**config.mk**
```make
export PLATFORM = sky130hd
export DESIGN_NAME = sb_tx_arbiter
export DESIGN_NICKNAME = d
export VERILOG_FILES = /design/src/rtl/sb_pkg.sv /design/src/rtl/sb_rr_picker.sv /design/src/rtl/sb_tx_arbiter.sv
export SDC_FILE = /design/constraint.sdc
export NUM_CORES = 1
export LEC_CHECK = 0
export ABC_AREA = 1
export BUFFER_PORTS_ARGS = -buffer_cell sky130_fd_sc_hd__buf_2
export CELL_PAD_IN_SITES_DETAIL_PLACEMENT = 0
export CELL_PAD_IN_SITES_GLOBAL_PLACEMENT = 2
export CORE_MARGIN = 4
export CORE_UTILIZATION = 22
export DETAILED_ROUTE_END_ITERATION = 10
export PLACE_DENSITY_LB_ADDON = 0.1
export RECOVER_POWER = 50
export REMOVE_ABC_BUFFERS = 1
export SYNTH_ARGS = -nofsm -noshare
export SYNTH_HDL_FRONTEND = slang
export SYNTH_SLANG_ARGS = --single-unit
```
**constraint.sdc**
```tcl
create_clock -name clk -period 5 [get_ports clk]
set_input_delay 0.25 -clock clk [delete_from_list [all_inputs] [get_ports clk]]
set_output_delay 0.25 -clock clk [all_outputs]
set_load 0.03 [all_outputs]
```
**src/rtl/sb_pkg.sv**
```systemverilog
// Shared sideband definitions: packet width and the TX arbiter state encoding.
package sb_pkg;

  localparam int SB_PKT_WIDTH = 128;

  typedef enum logic [1:0] {
    IDLE  = 2'd0,
    GRANT = 2'd1,
    GAP   = 2'd2
  } sb_tx_arb_state_e;

endpackage

```
**src/rtl/sb_rr_picker.sv**
```systemverilog
// Combinational round-robin picker: first asserted request at or after rr_ptr,
// wrapping at NUM_REQ-1 -> 0. Shared with the sideband RX dispatcher.
module sb_rr_picker #(
  parameter int NUM_REQ = 3,
  parameter int IW      = $clog2(NUM_REQ)
) (
  input  logic [NUM_REQ-1:0] req,
  input  logic [IW-1:0]      rr_ptr,
  output logic [IW-1:0]      winner,
  output logic               any_valid
);

  // Scan from the farthest offset down so the nearest hit is written last.
  always_comb begin
    winner    = '0;
    any_valid = 1'b0;
    for (int k = NUM_REQ - 1; k >= 0; k--) begin
      if (req[IW'((int'(rr_ptr) + k) % NUM_REQ)]) begin
        winner    = IW'((int'(rr_ptr) + k) % NUM_REQ);
        any_valid = 1'b1;
      end
    end
  end

endmodule

```
**src/rtl/sb_tx_arbiter.sv**
```systemverilog
// Round-robin arbiter in front of the sideband TX serializer with a post-accept idle gap.
// Define SB_TX_ARB_PRIO_EN to give requester 0 strict priority over the round-robin set.
module sb_tx_arbiter
  import sb_pkg::*;
#(
  parameter int NUM_REQ    = 3,
  parameter int WIDTH      = SB_PKT_WIDTH,
  parameter int GAP_CYCLES = 32
) (
  input  logic                       clk,
  input  logic                       rst,
  input  logic [NUM_REQ-1:0]         req_valid,
  input  logic [NUM_REQ*WIDTH-1:0]   req_data,
  output logic [NUM_REQ-1:0]         req_ready,
  output logic [WIDTH-1:0]           ser_data,
  output logic                       ser_valid,
  input  logic                       ser_ready,
  output logic [$clog2(NUM_REQ)-1:0] grant_id,
  output logic                       busy
);

  localparam int IW = $clog2(NUM_REQ);
  localparam int GW = (GAP_CYCLES > 0) ? $clog2(GAP_CYCLES + 1) : 1;
  localparam logic [GW-1:0] GAP_LAST = (GAP_CYCLES > 0) ? GW'(GAP_CYCLES - 1) : '0;
  localparam logic [IW-1:0] LAST_REQ = IW'(NUM_REQ - 1);
`ifdef SB_TX_ARB_PRIO_EN
  localparam logic [IW-1:0] RR_BASE = IW'(1);
`else
  localparam logic [IW-1:0] RR_BASE = '0;
`endif

  sb_tx_arb_state_e state_q, state_d;
  logic [IW-1:0]    rr_ptr_q, rr_ptr_d;
  logic [GW-1:0]    gap_cnt_q, gap_cnt_d;
  logic [WIDTH-1:0] ser_data_q, ser_data_d;
  logic [IW-1:0]    grant_id_q, grant_id_d;

  logic [NUM_REQ-1:0] pick_req;
  logic [IW-1:0]      pick_win, win, rr_adv;
  logic               pick_any, any_valid;

`ifdef SB_TX_ARB_PRIO_EN
  // Requester 0 is kept out of the rotation; rr_ptr only ever points at 1..NUM_REQ-1.
  assign pick_req  = {req_valid[NUM_REQ-1:1], 1'b0};
  assign win       = req_valid[0] ? '0 : pick_win;
  assign any_valid = req_valid[0] | pick_any;
  assign rr_adv    = (win == '0) ? rr_ptr_q : ((win == LAST_REQ) ? RR_BASE : win + IW'(1));
`else
  assign pick_req  = req_valid;
  assign win       = pick_win;
  assign any_valid = pick_any;
  assign rr_adv    = (win == LAST_REQ) ? RR_BASE : win + IW'(1);
`endif

  sb_rr_picker #(.NUM_REQ(NUM_REQ), .IW(IW)) u_picker (
    .req       (pick_req),
    .rr_ptr    (rr_ptr_q),
    .winner    (pick_win),
    .any_valid (pick_any)
  );

  always_comb begin
    state_d    = state_q;
    rr_ptr_d   = rr_ptr_q;
    gap_cnt_d  = gap_cnt_q;
    ser_data_d = ser_data_q;
    grant_id_d = grant_id_q;
    req_ready  = '0;
    unique case (state_q)
      IDLE: begin
        // Ready is held off while reset is asserted so every output reads as reset.
        if (any_valid && !rst) begin
          req_ready[win] = 1'b1;
          ser_data_d     = req_data[int'(win)*WIDTH +: WIDTH];
          grant_id_d     = win;
          rr_ptr_d       = rr_adv;
          state_d        = GRANT;
        end
      end
      GRANT: begin
        if (ser_ready) begin
          if (GAP_CYCLES == 0) begin
            state_d = IDLE;
          end else begin
            state_d   = GAP;
            gap_cnt_d = '0;
          end
        end
      end
      GAP: begin
        if (gap_cnt_q == GAP_LAST) state_d = IDLE;
        else gap_cnt_d = gap_cnt_q + GW'(1);
      end
      default: state_d = IDLE;
    endcase
  end

  always_ff @(posedge clk or posedge rst) begin
    if (rst) begin
      state_q    <= IDLE;
      rr_ptr_q   <= RR_BASE;
      gap_cnt_q  <= '0;
      ser_data_q <= '0;
      grant_id_q <= '0;
    end else begin
      state_q    <= state_d;
      rr_ptr_q   <= rr_ptr_d;
      gap_cnt_q  <= gap_cnt_d;
      ser_data_q <= ser_data_d;
      grant_id_q <= grant_id_d;
    end
  end

  assign ser_valid = (state_q == GRANT);
  assign ser_data  = ser_data_q;
  assign grant_id  = grant_id_q;
  assign busy      = (state_q != IDLE);

endmodule

```
* Word level (Yosys, flattened, before mapping) *
Index checks and enable logic that the tools add are counted.

word-level totals
  bits in registers = 140
  bits of input ports = 390
  output and inout bits = 135
  logic and storage cells = 62

cells by class
  add/subtract/negate cells = 4
  div/mod/pow operators = 3
  order comparisons = 5
  equal/unequal tests = 8
  shifts and indexed selects = 1
  muxes and demuxes = 27
  reduce and logical (&&, ||, !) cells = 9

operators with widths
  operator               count
  $shiftx 384x10->128    1
  $mod 32x3->32 const B  2
  $mod 3x3->32 const B   1
  $mux 2                 7
  $lt 2x4->1 const B     3
  $mux 6                 2
  $pmux 6 s2             1
  $mux 1                 10
  $add 6x1->6 const B    1
  $bmux 1 s2             3
  $eq 6x5->1 const B     1
  $mux 3                 2
  $ne 2x2->1 const B     3
  $pmux 2 s3             1
  $reduce_and 3->1       2
  $eq 2x2->1 const B     2
  $reduce_bool 2->1      2
  $add 2x1->3 const B    1
  $add 2x2->3 const B    1
  $lt 2x3->1 const B     1
  $add 2x1->2 const B    1
  $demux 1 s2            1
  $eq 2x1->1 const B     1
  $ge 2x1->1 const B     1
  5 further kinds        6

* Depth between registers and ports, before layout *
Gate-level depths: netlist (run 1).

  depth in word-level cells = 14
  mapped depth = 16

* Hierarchy *
From an unflattened synthesis (run 1), not the netlist that was laid out.

second synthesis, totals
  cells, all modules = 1221
  area total of the unflattened synthesis = 7910.1 µm²

modules (own cells, without submodules)
  module         instances  cells each  area each (µm²)  sequential area each (µm²)
  sb_tx_arbiter  1          1180        7699.9           3503.4
  sb_rr_picker   1          41          210.2            0.0

* Least setup slack after synthesis (run 1) *
OpenSTA, ideal clock, no wires.

  path type = reg-to-output
  start = register rr_ptr_q[0]
  end = output req_ready[1]
  arrival = 2324 ps
  required time = 4750 ps
  slack = 2426 ps
  cell stages (with the launch flop) = 14
  cells stage by stage = dfrtp_1 > inv_1 > ha_1 > inv_2 > nand2_1 > nand2_1 > nand3_1 > nand2_1 > inv_2 > nand2_2 > nand2_2 > buf_6 > buf_2 > nor3_1

between the ends
  cells in the longest elaborated chain, start to end = 14
  elaborated cells on any way between the ends = 28
  classes of those cells = 2 x add/sub; 3 x div; 2 x order compare; 19 x mux; 2 x reduce/logical

ends and longest elaborated chain
  element                                                         line                                    source
  from (decl)                                                     sb_tx_arbiter.sv:33                     logic [IW-1:0] rr_ptr_q, rr_ptr_d;
  from (signal assigned)                                          sb_tx_arbiter.sv:107                    rr_ptr_q <= rr_ptr_d;
  $add 2x2->3                                                     sb_rr_picker.sv:18, sb_rr_picker.sv:19
  $mod 32x3->32                                                   sb_rr_picker.sv:18, sb_rr_picker.sv:19
  $bmux 1 s2                                                      sb_rr_picker.sv:18                      if (req[IW'((int'(rr_ptr) + k) % NUM_REQ)]) begin
  $mux 1 (not written as such) (2 in series)                      sb_rr_picker.sv:18
  $mux 2 (3 in series)                                            sb_rr_picker.sv:18
  $lt 2x3->1 (not written as such) or $ge 2x1->1 (tied branches)  sb_tx_arbiter.sv:73                     req_ready[win] = 1'b1;
  $logic_and 1x1->1 (not written as such)                         sb_tx_arbiter.sv:73
  $mux 1 (not written as such)                                    sb_tx_arbiter.sv:73
  $demux 1 s2                                                     sb_tx_arbiter.sv:73
  $mux 3 (*)                                                      sb_tx_arbiter.sv:72                     if (any_valid && !rst) begin
  $mux 3 (*)                                                      sb_tx_arbiter.sv:69                     unique case (state_q)
  to (decl)                                                       sb_tx_arbiter.sv:14                     output logic [NUM_REQ-1:0] req_ready,

Mark *: on every way between the ends. The rest lies on a longest branch, timed or not. The select of a mux whose other input is x is not followed.

* Worst setup path after layout (run 1) *
  start = register rr_ptr_q[0]
  end = output req_ready[0]

The elaborated chain is that of the path after synthesis.

==> flow_metrics.tcl, run 1 <==
set metrics [dict create \
    layout.nets 2015 \
    final_util_pct 31.32 \
    outcome "finished, violations left" \
    synth_seq_cells 140 \
    wire_per_inst_um 20.98 \
    viasPerCell 4.709 \
    clk_path_buf_depth 2 \
    final_cell_mix "buf_2 (391), nand2_1 (267), nand3_1 (186), nand4_1 (186), dfrtp_1 (140)" \
    min_path_type "primary input to flop" \
    fin_crit_ns 3.618 \
    cts_tree "built" \
    place_congestion 0.7947 \
    finalSetupTns_ns 0 \
    ios 525 \
    post-dp-hpwl_um 32760 \
    rr_startpoint "rr_ptr_q[0]" \
    grt.overflow.total 0 \
    finalSetupViolations 0 \
    drt_wl_total_um 45120 \
    syn_area_um2 8507 \
    num_rows 71 \
    leakagePower_nw 5.806 \
    violations "max-capacitance violations, max-slew violations" \
    synthToLayoutAreaGrowth_pct 39.65 \
    placed_cell_area_um2 11400 \
    regArea_um2 3503 \
    synth_cells 1155 \
    setup.worst_path.class "flop to output port" \
    antenna_found_initial 18 \
    ant_nets 0 \
    firstDrtPassIters 5 \
    synthDistinctLibCells 31 \
    start_kind "flop" \
    r2r-end "ser_data[44]" \
    endpoint_kind "output port" \
    rsz0062_at_grt "false" \
    final_common_cell "buf_2" \
    path_clk_slew_ns 0.07 \
    start_util_pct 22.43 \
    finalCritPeriodShare_pct 72.37 \
    first_iter_violations 624 \
    final_max_slew_viol_count 67 \
    grt_pass1_wl_um 65340 \
    portBuffers 524 \
    r2r_setup_slack_ns 1.64 \
    skew_ns 0.007777 \
    cts.sinks 140 \
    tightest_slew_ns 3.295 \
    dieArea_um2 41880 \
    final_area_um2 11880 \
    die_h_um 204.6 \
    yosysSeqAreaShare_pct 41.18 \
    fmax_ghz 0.2764 \
    cts_buffers 17 \
    grt_max_degree 96 \
    final.fill_count 4313 \
    track_usage_pct 20.64 \
    cts_max_level 4 \
    powerDensity_nw_per_um2 802.0 \
    die_x_um 204.6 \
    final_hold_viol_count 0 \
    coreArea_um2 37930 \
    ir_drop_uv 491.7 \
    worst_ep_arrival_time_ns 3.37 \
    worst_hold_startpoint "req_data[283]" \
    vias 10129 \
    maxCapViolCount 1 \
    reg2reg_depth 14 \
    critPathMaxFanout 95 \
    ctsResizeCount 0 \
    worstPathRequired_ns 4.75 \
    layout-drive-gt1-share_pct 29.94 \
    hold_path_depth 3 \
    grt_pass1_vias 10193 \
    slew_headroom_pct -120.9 \
    drc_errors 0 \
    synth_warnings 0 \
    clk_latency_ns 0.44 \
    hold_end "ser_data[27]" \
    power_mw 9.528 \
    root_buffer "clkbuf_16" \
    syn_avg_cell_area_um2 7.365 \
    multi_input_area_um2 4199 \
]
==> cell families (layout without fill, tap and decap cells) <==
group,Yosys count,in the layout,share of synthesized area [%]
adder cells (fa/ha/maj),5,5,0.7354
other,0,7,0
AND/OR/NAND/NOR,779,779,44.55
AO/OA/AOI/OAI,61,61,3.692
flip-flops,140,140,41.18
buffers and inverters,169,647,9.737
XOR/XNOR,1,1,0.1030
==> critical path: stages, from the launching register on <==
cell and delay (ns):
dfrtp_1 0.37, inv_1 0.09, ha_1 0.37, inv_2 0.12, nand2_2 0.07, nand2_1 0.06, nand2_1 0.05, nand2_1 0.06
nand2_1 0.12, nand2_8 0.46, inv_4 0.38, nor3_1 0.36, buf_2 0.28
==> worst max path at each step <==
stage / end / cells after the start / slack, ns / startpoint
after floorplan: ser_data[101] / 13 / 0.19 / rr_ptr_q[0]
after global placement: ser_data[59] / 14 / 1.66 / rr_ptr_q[0]
after detailed placement: ser_data[44] / 14 / 1.69 / rr_ptr_q[0]
after CTS: req_ready[0] / 12 / 1.40 / rr_ptr_q[0]
after global routing: ser_data[43] / 4 / 1.04 / rst
final: req_ready[0] / 12 / 1.38 / rr_ptr_q[0]
==> routing by layer <==
| layer | track usage (%) | part of all wire (%) | vias up |
|---|---|---|---|
| met5 | 0 | 0.34 | - |
| met4 | 6.437 | 2.0 | 24 |
| met3 | 7.076 | 8.8 | 58 |
| met2 | 34.34 | 49 | 399 |
| met1 | 25.26 | 40 | 4735 |
| li1 | - | - | 4913 |
==> where the power goes <==
group,internal [mW],switching (mW)
combinational,1.55,4.59
sequential,1.71,0.292
clock,0.845,0.536
==> flip-flops by register name, summed over array words and instances, names as in the netlist <==
register / count
gap_cnt_q: 6
rr_ptr_q: 2
state_q: 2
grant_id: 2
ser_data: 128
==> synth_stat cells (all sizes together) <==
cell type	count	area [µm²]
o21ai	8	40.03
a21boi	1	7.510
o31ai	1	7.510
buf	90	529.3
or2	46	287.8
and3b	1	8.760
a21oi	49	245.2
nand3	187	940.9
nand2	274	1046
nor2	81	319.0
nand4	186	1164
and3	1	6.260
clkbuf	14	52.55
inv	65	246.5
nand3b	1	7.510
nor3	2	10.01
xor2	1	8.760
ha	5	62.56
dfrtp	140	3503
a31oi	1	6.260
o21a	1	7.510
==> timing repair <==
| action | in CTS | in global routing |
|---|---|---|
| buffers inserted | 0 | 0 |
| hold buffers | 2 | 0 |
| hold endpoints to repair | 65 | 0 |
==> final cells by class <==
class                   count  area share [%]
well taps                 511           5.382
diodes                      7          0.1474
clock buffers              20           3.760
flip-flops and latches    140           29.49
clock inverters            12           1.432
repair buffers            550           22.34
multi-input cells         846           35.35
inverters                  65           2.106
==> stage by stage <==
stage	setup WS, ns	hold WS, ns	instances
after global placement	1.658	0.4309	2110
after floorplan	0.1931	0.3363	1051
after CTS	1.396	0.003589	2144
after global routing	1.038	0.02423	2146
after detailed placement	1.685	0.4216	2110
final	1.382	0.03187	2151
(Power assumes the default switching activity.)
==> inputs of run 2 (changes only) <==
Clock period 5 ns to 3.6 ns, I/O delays scaled along.
==> run 2 against run 1 <==
Compared with the run above: clock-buffer cell count increased by 5; largest power group unchanged; wire length about the same; die area unchanged; clock power increased by 33%; combinational power increased by 54%; the flow still finishes with violations (max-capacitance violations, max-slew violations); flip-flop and latch count unchanged; total power increased by 48%; hold slack got worse by 0.0054 ns; non-clock buffer count increased by 117; register-to-register slack got worse by 1.2 ns; clock skew decreased by 0.00066 ns; critical endpoint is now ser_data[61]; largest cell class unchanged; cell count increased by 5.2%.
==> flow_metrics.tcl, run 2 (same netlist as run 1, synthesis figures left out) <==
set metrics [dict create \
    outcome "finished, violations left" \
    violations "max-capacitance violations, max-slew violations" \
    num_rows 71 \
    grt.overflow.total 0 \
    ir_drop_uv 720.9 \
    seq_power_share_pct 19.7 \
    final_common_cell "buf_2" \
    ios 525 \
    final_util_pct 34.58 \
    dieArea_um2 41880 \
    synthToLayoutAreaGrowth_pct 54.18 \
    path_clk_slew_ns 0.06 \
    rr_startpoint "rr_ptr_q[0]" \
    sw_frac_of_total_pct 53.95 \
    finalCritPeriodShare_pct 88.34 \
    final_hold_viol_count 0 \
    busiest_layer "met2" \
    place_congestion 0.8100 \
    fin_crit_ns 3.180 \
    wire_per_inst_um 19.93 \
    grt_util_met3_pct 6.095 \
    powerDensity_nw_per_um2 1075 \
    leakagePower_nw 6.374 \
    met1_usage_pct 24.79 \
    cts_tree "built" \
    post-dp-hpwl_um 32790 \
    firstDrtPassIters 5 \
    tightest_slew_ns 1.550 \
    final_max_slew_viol_count 65 \
    maxCapViolCount 1 \
    setup.worst_path.class "flop to flop" \
    final_cell_mix "buf_2 (393), nand2_1 (267), nand3_1 (186), nand4_1 (186), dfrtp_1 (140)" \
    grt_max_degree 83 \
    p_sw_mw 7.604 \
    die_h_um 204.6 \
    p_int_mw 6.490 \
    viasPerCell 4.736 \
    worstPathRequired_ns 3.97 \
    crit_end "ser_data[61]" \
    finalSetupViolations 0 \
    clk_path_buf_depth 2 \
    r2r_setup_slack_ns 0.42 \
    worst_slack_ns 0.4197 \
    dp_worst_setup_slack_ns 0.7535 \
    fmax_ghz 0.3144 \
    track_usage_pct 20.52 \
    worst_ep_arrival_time_ns 3.55 \
    largest_reg_flops 128 \
    endpoint_kind "flop" \
    finalSetupTns_ns 0 \
    start_util_pct 22.43 \
    grt_use_met2_pct 35.25 \
    layout-drive-gt1-share_pct 28.19 \
    critPathMaxFanout 48 \
    reg2reg_depth 15 \
    slew_headroom_pct -3.520 \
    layout.nets 2132 \
    cts.sinks 140 \
    p_clk_share_pct 13.1 \
    clk_latency_ns 0.43 \
    min_path_type "primary input to flop" \
    cts_buffers 17 \
    vias 10718 \
    r2r-end "ser_data[61]" \
    portBuffers 524 \
    root_buffer "clkbuf_16" \
    rsz0062_at_grt "false" \
    die_x_um 204.6 \
    startpoint "rr_ptr_q[0]" \
    drc_errors 0 \
    cts_max_level 4 \
    ant_nets 0 \
    first_iter_violations 543 \
    drt_wl_total_um 45100 \
    grt_pass1_wl_um 66160 \
    antenna_found_initial 14 \
    start_kind "flop" \
    coreArea_um2 37930 \
    skew_ns 0.007122 \
    final.fill_count 4250 \
    combPwrFrac_pct 67.2 \
    grt_pass1_vias 10806 \
]
-- run 2: area by class of cell --
| class | count | area [µm²] | area share [%] |
|---|---|---|---|
| multi-input combinational | 846 | 4199 | 32.01 |
| clock buffer | 25 | 515.5 | 3.930 |
| timing repair buffer | 667 | 3916 | 29.86 |
| tap | 511 | 639.4 | 4.875 |
| antenna | 3 | 7.507 | 0.05724 |
| sequential | 140 | 3503 | 26.71 |
| clock inverter | 6 | 82.58 | 0.6296 |
| inverter | 65 | 252.7 | 1.927 |
-- run 2: how the worst min path moves through the flow --
stage | from | slack, ns | depth (start not counted) | to
4_1_cts | req_data[214] | 0.00002 | 3 | ser_data[86]
6_report | req_data[214] | 0.03 | 3 | ser_data[86]
3_5_place_dp | rst | 0.35 | 2 | ser_data[33]
2_1_floorplan | ser_ready | 0.27 | 1 | state_q[0]
3_3_place_gp | rst | 0.35 | 2 | ser_data[33]
5_1_grt | req_data[237] | 0.02 | 3 | ser_data[109]
-- run 2: stage by stage --
step	cells	hold slack (ns)	cell area [µm²]	power, mW
finish	2263	0.02647	13120	14.09
global route	2262	0.02159	13110	15.21
CTS	2257	0.00002320	13240	14.45
detailed placement	2111	0.3496	11490	11.78
global placement	2111	0.3486	11490	11.78
floorplan	1051	0.2663	7925	8.344
-- run 2: worst max-delay path: stages, from the launching register on --
cell           delay (ns)
dfrtp_1              0.38
inv_1                0.08
ha_1                 0.37
inv_2                0.08
nand2_2              0.07
nand2_1              0.05
nand2_1              0.05
nand2_1              0.05
nand2_1              0.14
nand2_8              0.24
nor2_4               0.22
buf_4                0.34
buf_4                0.28
nand2_1              0.08
nand4_1              0.10
dlygate4sd3_1        0.56
-- run 2: what timing repair did --
item                       CTS  global route
setup buffers                0             3
hold buffers               115             0
hold endpoints to repair   122             0
setup endpoints to repair    0            15
resized for setup            0             0
-- run 2: power groups by stage --
stage	sequential (mW)	combinational (mW)	clock, mW
after global routing	2.87	10.4	1.96
after CTS	2.76	9.79	1.91
final	2.78	9.47	1.84
after detailed placement	2.77	9.01	0
after global placement	2.76	9.03	0
after floorplan	4.17	4.17	0
-- run 2: routing by layer --
metal | vias up | share of wire, %
met5 | - | 0.28
met4 | 20 | 2.4
met3 | 64 | 8.0
met2 | 405 | 49
met1 | 5090 | 40
li1 | 5139 | -
